==> src/rtl/uart_pkg.sv <==
// uart_pkg -- definitions shared by the bridge's UART receiver and transmitter.
//   uart_state_t       : 3-bit FSM state encodings (s_PARITY is only used when
//                        the UART_RX_PARITY_EN build option is defined)
//   DATA_WIDTH         : payload bits per frame
//   calc_clks_per_bit(): system clocks per UART bit from clock and baud rate
package uart_pkg;

    typedef enum logic [2:0] {
        s_IDLE    = 3'd0,
        s_START   = 3'd1,
        s_DATA    = 3'd2,
        s_PARITY  = 3'd3,
        s_STOP    = 3'd4,
        s_CLEANUP = 3'd5
    } uart_state_t;

    localparam int DATA_WIDTH = 8;

    // Rounded to the nearest integer so a slightly fast or slow clock still
    // lands the sample point closest to the bit centre.
    function automatic int calc_clks_per_bit(input int clk_hz, input int baud);
        return (clk_hz + baud / 2) / baud;
    endfunction

endpackage

==> src/rtl/uart_sync_2ff.sv <==
// uart_sync_2ff -- two-flop synchroniser for an asynchronous, idle-high input.
//   clk   : destination clock, rising edge
//   rst_n : asynchronous active-low reset; both flops reset to 1 (idle level)
//   d     : asynchronous input
//   q     : synchronised output, two clocks behind d
module uart_sync_2ff (
    input  logic clk,
    input  logic rst_n,
    input  logic d,
    output logic q
);

    logic meta;

    // Resetting to 1 keeps an idle-high line from looking like a start bit
    // straight out of reset.
    always_ff @(posedge clk or negedge rst_n) begin
        if (!rst_n) begin
            meta <= 1'b1;
            q    <= 1'b1;
        end else begin
            meta <= d;
            q    <= meta;
        end
    end

endmodule

==> src/rtl/uart_rx.sv <==
// uart_rx -- 8N1 UART receiver, LSB first, idle-high line.
//   i_Clock         : system clock, rising edge
//   i_Rst_n         : asynchronous active-low reset
//   i_Rx_Serial     : asynchronous serial line
//   o_Rx_DV         : one-cycle strobe, o_Rx_Byte holds a newly received byte
//   o_Rx_Byte       : last correctly framed byte, held until the next one
//   o_Rx_Active     : high from start-bit detect until return to idle
//   o_Rx_Frame_Err  : one-cycle strobe, stop bit sampled low
//   o_Rx_Parity_Err : one-cycle strobe, even-parity mismatch
// Build option: define UART_RX_PARITY_EN to expect an even-parity bit between
// the data and the stop bit; otherwise o_Rx_Parity_Err is constant 0.
module uart_rx
    import uart_pkg::*;
#(
    parameter int CLKS_PER_BIT = 87
) (
    input  logic                  i_Clock,
    input  logic                  i_Rst_n,
    input  logic                  i_Rx_Serial,
    output logic                  o_Rx_DV,
    output logic [DATA_WIDTH-1:0] o_Rx_Byte,
    output logic                  o_Rx_Active,
    output logic                  o_Rx_Frame_Err,
    output logic                  o_Rx_Parity_Err
);

    localparam logic [7:0] HALF_COUNT = 8'((CLKS_PER_BIT - 1) / 2);
    localparam logic [7:0] LAST_COUNT = 8'(CLKS_PER_BIT - 1);

    uart_state_t           state;
    logic [7:0]            clk_count;
    logic [2:0]            bit_index;
    logic [DATA_WIDTH-1:0] shift_reg;
    logic                  rx_s;

`ifdef UART_RX_PARITY_EN
    logic parity_bit;
    logic parity_err;
    assign o_Rx_Parity_Err = parity_err;
`else
    assign o_Rx_Parity_Err = 1'b0;
`endif

    uart_sync_2ff u_sync (
        .clk   (i_Clock),
        .rst_n (i_Rst_n),
        .d     (i_Rx_Serial),
        .q     (rx_s)
    );

    always_ff @(posedge i_Clock or negedge i_Rst_n) begin
        if (!i_Rst_n) begin
            state          <= s_IDLE;
            clk_count      <= '0;
            bit_index      <= '0;
            shift_reg      <= '0;
            o_Rx_DV        <= 1'b0;
            o_Rx_Byte      <= '0;
            o_Rx_Active    <= 1'b0;
            o_Rx_Frame_Err <= 1'b0;
`ifdef UART_RX_PARITY_EN
            parity_bit     <= 1'b0;
            parity_err     <= 1'b0;
`endif
        end else begin
            // Strobes are single-cycle unless a state below raises them.
            o_Rx_DV        <= 1'b0;
            o_Rx_Frame_Err <= 1'b0;
`ifdef UART_RX_PARITY_EN
            parity_err     <= 1'b0;
`endif
            case (state)
                s_IDLE: begin
                    clk_count   <= '0;
                    bit_index   <= '0;
                    o_Rx_Active <= 1'b0;
                    if (!rx_s) begin
                        state       <= s_START;
                        o_Rx_Active <= 1'b1;
                    end
                end

                // Re-check the line at the middle of the start bit; a high
                // level there means the falling edge was only a glitch.
                s_START: begin
                    if (clk_count == HALF_COUNT) begin
                        clk_count <= '0;
                        if (!rx_s) begin
                            state <= s_DATA;
                        end else begin
                            state       <= s_IDLE;
                            o_Rx_Active <= 1'b0;
                        end
                    end else begin
                        clk_count <= clk_count + 8'd1;
                    end
                end

                // Counting a full bit from the start-bit centre lands every
                // sample at the centre of its data bit.
                s_DATA: begin
                    if (clk_count == LAST_COUNT) begin
                        clk_count            <= '0;
                        shift_reg[bit_index] <= rx_s;
                        bit_index            <= bit_index + 3'd1;
                        if (bit_index == 3'd7) begin
`ifdef UART_RX_PARITY_EN
                            state <= s_PARITY;
`else
                            state <= s_STOP;
`endif
                        end
                    end else begin
                        clk_count <= clk_count + 8'd1;
                    end
                end

`ifdef UART_RX_PARITY_EN
                s_PARITY: begin
                    if (clk_count == LAST_COUNT) begin
                        clk_count  <= '0;
                        parity_bit <= rx_s;
                        state      <= s_STOP;
                    end else begin
                        clk_count <= clk_count + 8'd1;
                    end
                end
`endif

                // A bad stop bit wins over a parity mismatch, and neither
                // touches the held output byte.
                s_STOP: begin
                    if (clk_count == LAST_COUNT) begin
                        clk_count <= '0;
                        state     <= s_CLEANUP;
                        if (rx_s) begin
`ifdef UART_RX_PARITY_EN
                            if ((^shift_reg) == parity_bit) begin
                                o_Rx_Byte <= shift_reg;
                                o_Rx_DV   <= 1'b1;
                            end else begin
                                parity_err <= 1'b1;
                            end
`else
                            o_Rx_Byte <= shift_reg;
                            o_Rx_DV   <= 1'b1;
`endif
                        end else begin
                            o_Rx_Frame_Err <= 1'b1;
                        end
                    end else begin
                        clk_count <= clk_count + 8'd1;
                    end
                end

                s_CLEANUP: begin
                    o_Rx_Active <= 1'b0;
                    state       <= s_IDLE;
                end

                default: begin
                    state <= s_IDLE;
                end
            endcase
        end
    end

endmodule

==> config.mk <==
export PLATFORM = sky130hd
export DESIGN_NAME = uart_rx
export DESIGN_NICKNAME = d
export VERILOG_FILES = /design/src/rtl/uart_pkg.sv /design/src/rtl/uart_sync_2ff.sv /design/src/rtl/uart_rx.sv
export SDC_FILE = /design/constraint.sdc
export NUM_CORES = 1
export LEC_CHECK = 0
export ABC_AREA = 1
export BUFFER_PORTS_ARGS = -buffer_cell sky130_fd_sc_hd__buf_2
export CORE_ASPECT_RATIO = 1.25
export CORE_MARGIN = 3
export CORE_UTILIZATION = 35
export DETAILED_ROUTE_END_ITERATION = 10
export PLACE_DENSITY = 0.53
export SLEW_MARGIN = 20
export SYNTH_ARGS = -nofsm -noshare
export SYNTH_HDL_FRONTEND = slang
export SYNTH_SLANG_ARGS = --single-unit
==> constraint.sdc <==
create_clock -name i_Clock -period 3.5 [get_ports i_Clock]
set_clock_uncertainty 0.15 [all_clocks]
set_input_delay 0.875 -clock i_Clock [delete_from_list [all_inputs] [get_ports i_Clock]]
set_output_delay 0.875 -clock i_Clock [all_outputs]
set_load 0.005 [all_outputs]
Word level (Yosys, flattened, before mapping)
Cells that the tools add are included.
{"block": "word_totals", "regBits": 35, "latchBits": 0, "ram_bits": 0, "mem_bits_ro": 0, "in_bits": 3, "out_inout_bits": 12, "word_cells": 62, "n_memories": 0}
{"block": "op_classes", "addsub": 2, "n_mul": 0, "n_div": 0, "n_lt_le_gt_ge": 2, "n_eq_ne": 13, "shift": 0, "muxes": 24, "n_bitwise": 0, "n_reduce_logical": 11}
{"cell": "one-hot mux 8 bit (3 select lines)", "count": 1}
{"cell": "2-to-1 mux 3 bit", "count": 6}
{"cell": "2-to-1 mux 8 bit", "count": 2}
{"cell": "one-hot mux 3 bit (4 select lines)", "count": 1}
{"cell": "inequality test 2 bit (second input constant)", "count": 5}
{"cell": "equality test 3 bit (second input constant)", "count": 3}
{"cell": "2-to-1 mux 1 bit", "count": 9}
{"cell": "adder 8 x 1 -> 8 bit (second input constant)", "count": 1}
{"cell": "bitwise mux 8 bit", "count": 1}
{"cell": "equality test 8 x 6 -> 1 bit (second input constant)", "count": 1}
{"cell": "equality test 8 x 7 -> 1 bit (second input constant)", "count": 1}
{"cell": "one-hot mux 3 bit (2 select lines)", "count": 1}
{"cell": "AND reduction 3 bit", "count": 2}
{"cell": "nonzero test 3 bit", "count": 2}
{"cell": "AND reduction 5 bit", "count": 1}
{"cell": "less-than comparator 3 x 4 -> 1 bit (second input constant)", "count": 1}
{"cell": "AND reduction 2 bit", "count": 2}
{"cell": "adder 3 x 1 -> 3 bit (second input constant)", "count": 1}
{"cell": "demux 1 bit (select 3 bit)", "count": 1}
{"cell": "equality test 3 x 1 -> 1 bit (second input constant)", "count": 1}
{"cell": "equality test 3 x 2 -> 1 bit (second input constant)", "count": 1}
{"cell": "greater-or-equal comparator 3 x 1 -> 1 bit (second input constant)", "count": 1}
{"cell": "zero test 3 bit", "count": 1}
{"cell": "one-hot mux 1 bit (3 select lines)", "count": 1}
{"cell": "5 further kinds", "count": 5}

Logic depth before layout (Yosys ltp)
{"block": "logic_depth", "ltp_word": 5, "mapped_depth": 10, "mapped_depth_nobuf": 10}

Modules after synthesis
A second synthesis with hierarchy kept.
{"block": "hier_totals", "cells_unflattened": 222, "hier_area_um2": 1853.0}
{"mod": "uart_rx", "instances": 1, "cells_per_inst": 220, "area_each_um2": 1800.5, "seq_area_each_um2": 825.8}
{"mod": "uart_sync_2ff", "instances": 1, "cells_per_inst": 2, "area_each_um2": 52.6, "seq_area_each_um2": 52.6}

Worst setup path before layout
Ideal clock, no wire load.
{"block": "synth_path", "kind": "register to register", "startpoint": "reg clk_count[0]", "endpoint": "reg shift_reg[7]", "setup_ns": 0.117, "arrival_ns": 1.264, "required_ns": 3.233, "slack_ns": 1.969, "path_stages_with_launch": 11, "n_path_buf": 1, "period_less_slack_ns": 1.531, "path_cell_list": "dfrtp_1 > inv_1 > ha_1 > nand2_1 > nor2_2 > nand2_4 > nor2_8 > buf_8 > nand3_1 > nand2_1 > nand2_1"}
{"block": "synth_via", "elab_chain_cells": 2}
{"element": "start: declaration", "line_no": "uart_rx.sv:31", "text": "logic [7:0] clk_count;"}
{"element": "start signal: assignment", "line_no": "uart_rx.sv:95", "text": "clk_count <= clk_count + 8'd1;"}
{"element": "start signal: assignment", "line_no": "uart_rx.sv:114", "text": "clk_count <= clk_count + 8'd1;"}
{"element": "start signal: assignment", "line_no": "uart_rx.sv:152", "text": "clk_count <= clk_count + 8'd1;"}
{"element": "equality test 8 x 7 -> 1 bit", "line_no": "uart_rx.sv:102", "text": "if (clk_count == LAST_COUNT) begin"}
{"element": "AND reduction 2 bit (no source line)"}
{"element": "end signal: indexed assignment", "line_no": "uart_rx.sv:104", "text": "shift_reg[bit_index] <= rx_s;"}
{"element": "end: declaration", "line_no": "uart_rx.sv:33", "text": "logic [DATA_WIDTH-1:0] shift_reg;"}
No other way between the ends.
A chain may end at the register's enable or synchronous reset.

Worst setup path after layout
{"block": "layout_path", "startpoint": "reg o_Rx_Byte[0]", "endpoint": "out o_Rx_Byte[0]"}
{"element": "start: declaration", "line_no": "uart_rx.sv:21", "text": "output logic [DATA_WIDTH-1:0] o_Rx_Byte,"}
{"element": "start signal: assignment", "line_no": "uart_rx.sv:145", "text": "o_Rx_Byte <= shift_reg;"}
No word-level cell between the ends.

==> results.md <==
* Met2 Wirelength at 1.54 mm
* Cts repair resizes at 0
* Crit path time final at 1.81 ns
* Placement Rows at 28
* Synth area leader: dfrtp_1
* Unrepaired setup endpoints after global routing: false
* Count leader, synth: nand2_1
* Input/output buffers at 13
* DP Worst Slack at 1.81 ns
* Rel. slew slack at 47.8%
* Flops & latches, synth at 35
* Cts hold-fix bufs at 0
* Synth Flop Type: dfrtp_1
* Gpl congestion at 0.778
* Initial antenna violation count at 0
* CP Capture Type: output pin
* Layout cell share with drive strength beyond 1 at 16.1%
* Setup Viol. Count Final at 0
* Clk slew on worst S/H paths at 0.07 ns
* Worst Max-Slew Pin Slew at 0.782 ns
* Hold Crit Class: reg2reg
* Req. time, crit path at 2.47 ns
* Top cells by area, synth: dfrtp_1 (46%), nand2_1 (17%), nand3_1 (5.0%), inv_1 (4.6%), nand4_1 (3.8%)
* Clk_lat worst skew at 0.28 ns
* Initial core utilization at 37.0%
* Largest net degree at the start of global routing at 36
* Antenna cells at 0
* Hold_ws at 0.208 ns
* # IOs at 15
* Nets at 248
* Number of max-cap violations at 0
* Max-slew violations at 0
* Final Core Density at 40.9%
* Synth Warn # at 0
* Syn avg cell area at 8.01 µm²
* Outcome: completed
* Drt drc at 0
* Pwr Total at 0.934 mW
* Grt ovf at 0
* Register area share after synthesis at 48.8%
* DR iter-0 viols at 58
* Setup bufs post-CTS at 0
* CP delay by family, top: flip-flops
* Worst EP arrival at 0.79 ns
* Die extent in x at 70.2 µm
* Number of synthesized flops with an enable pin at 0
* Critical Path Start Type: flip-flop
* Htree depth at 2
* Vias at 1385
* Root Buffer: clkbuf_8
* Post-synth net total at 232
* Yosys cell types at 25
* Die Ht at 86.2 µm
* M1 WL at 1.48 mm
* Setup CP Type: reg2out
* Setup tns final at 0 ns
* Post-synth top area share at 45.8%
* Leak at 1.11 nW
* Synth Instances at 225
* Core Box Area at 4870 µm²
* Async SR Flop Fraction at 100%
* Clk buf depth at 2
* Synthesized area at 1800 µm²
* DP HPWL at 2.32 mm
* Count of filler cells inserted in the layout at 499
* Max frequency at 551 MHz
* Max layer used: met4
* Post-route ant nets at 0
* Via density at 4.59
* Max FO, Critical Path at 2
* First-pass GRT wire length at 6.01 mm
* Buf+Inv Stages, Crit Path at 1
* Final period utilization at 51.8%
* Max IR drop VDD at 0.000193 V
* Detailed Routing Iterations Pass 1 at 4
* CTS Buf Count at 5
* Setup ws final at 1.69 ns
* Synth top cells by count: nand2_1 (82), dfrtp_1 (33), inv_1 (22)
* Vias in the first global route at 1331
* Final wirelength at 3.22 mm
* Critical-path cell list: buf_2
* Total track usage at 12.5%
* Cell Pwr Density at 470 nW/µm²
* Die area at 6050 µm²
* CTS tree: built
* CTS Sinks at 35
* CP peak stage delay at 0.38 ns
* Crit-path slowest cell: dfrtp_1
* Routed wl met3 at 134 µm
* DR WL/cell at 10.6 µm
* Final Hold Viols at 0
* Area grow syn2layout at 10.4%
[cells in the final DEF (no fill, tap or decap), types with 2 or more instances in the layout]
cell      count
nor2_2        3
nor3_1        2
clkbuf_1      2
inv_2         5
nand2_1      82
xor2_1        4
clkbuf_8      5
ha_1          4
nand3_1      18
nand2_2       4
nand3b_1      2
o21ai_0       6
nand4_1      11
buf_2        13
dfrtp_1      33
nor2_1       16
dfstp_2       2
inv_1        22
[through the flow]
stage	cell area (µm²)	std cells
floorplan	1800	225
global placement	1910	294
detailed placement	1910	294
CTS	1990	302
global route	1990	302
finish	1990	302
[area by class of cell]
cell class | instances | area, µm² | share of cell area, %
clock inverter | 1 | 5.00 | 0.252
sequential | 35 | 878 | 44.2
clock buffer | 7 | 76.3 | 3.84
tap | 60 | 75.1 | 3.77
inverter | 28 | 110 | 5.53
multi-input combinational | 158 | 779 | 39.2
timing repair buffer | 13 | 65.1 | 3.27
[per-layer routing]
metal / global-route usage, % / vias to the layer above
met2: 20.7 / 22
met5: 0 / -
met1: 15.0 / 618
li1: - / 740
met3: 3.71 / 5
met4: 5.23 / 0
[where the power goes]
| part | switching, mW | internal, mW |
|---|---|---|
| logic | 0.137 | 0.0594 |
| registers | 0.0295 | 0.430 |
| clock network | 0.139 | 0.140 |
[cell families (layout without fill, tap and decap cells)]
logic type               Yosys count  count (layout)  share of synthesized area, %
adder cells (fa/ha/maj)            4               4                          2.78
XOR/XNOR                           4               4                          1.94
flip-flops                        35              35                          48.7
AO/OA/AOI/OAI                      6               6                          1.67
other                              1               1                         0.208
buffers and inverters             32              49                          7.99
AND/OR/NAND/NOR                  143             143                          36.7
[final timing paths]
path                       depth (start not counted)  slack (ns)           end         start
max                                                1        1.69  o_Rx_Byte[0]  o_Rx_Byte[0]
min                                                0        0.21      u_sync.q   u_sync.meta
max reg2reg                                       10        1.86  bit_index[0]  clk_count[0]
min reg2reg                                        0        0.21      u_sync.q   u_sync.meta
max in group asynchronous                          1        2.18      state[0]       i_Rst_n
min in group asynchronous                          1        0.52  o_Rx_Byte[3]       i_Rst_n
Power figures use the tool's default switching activity.
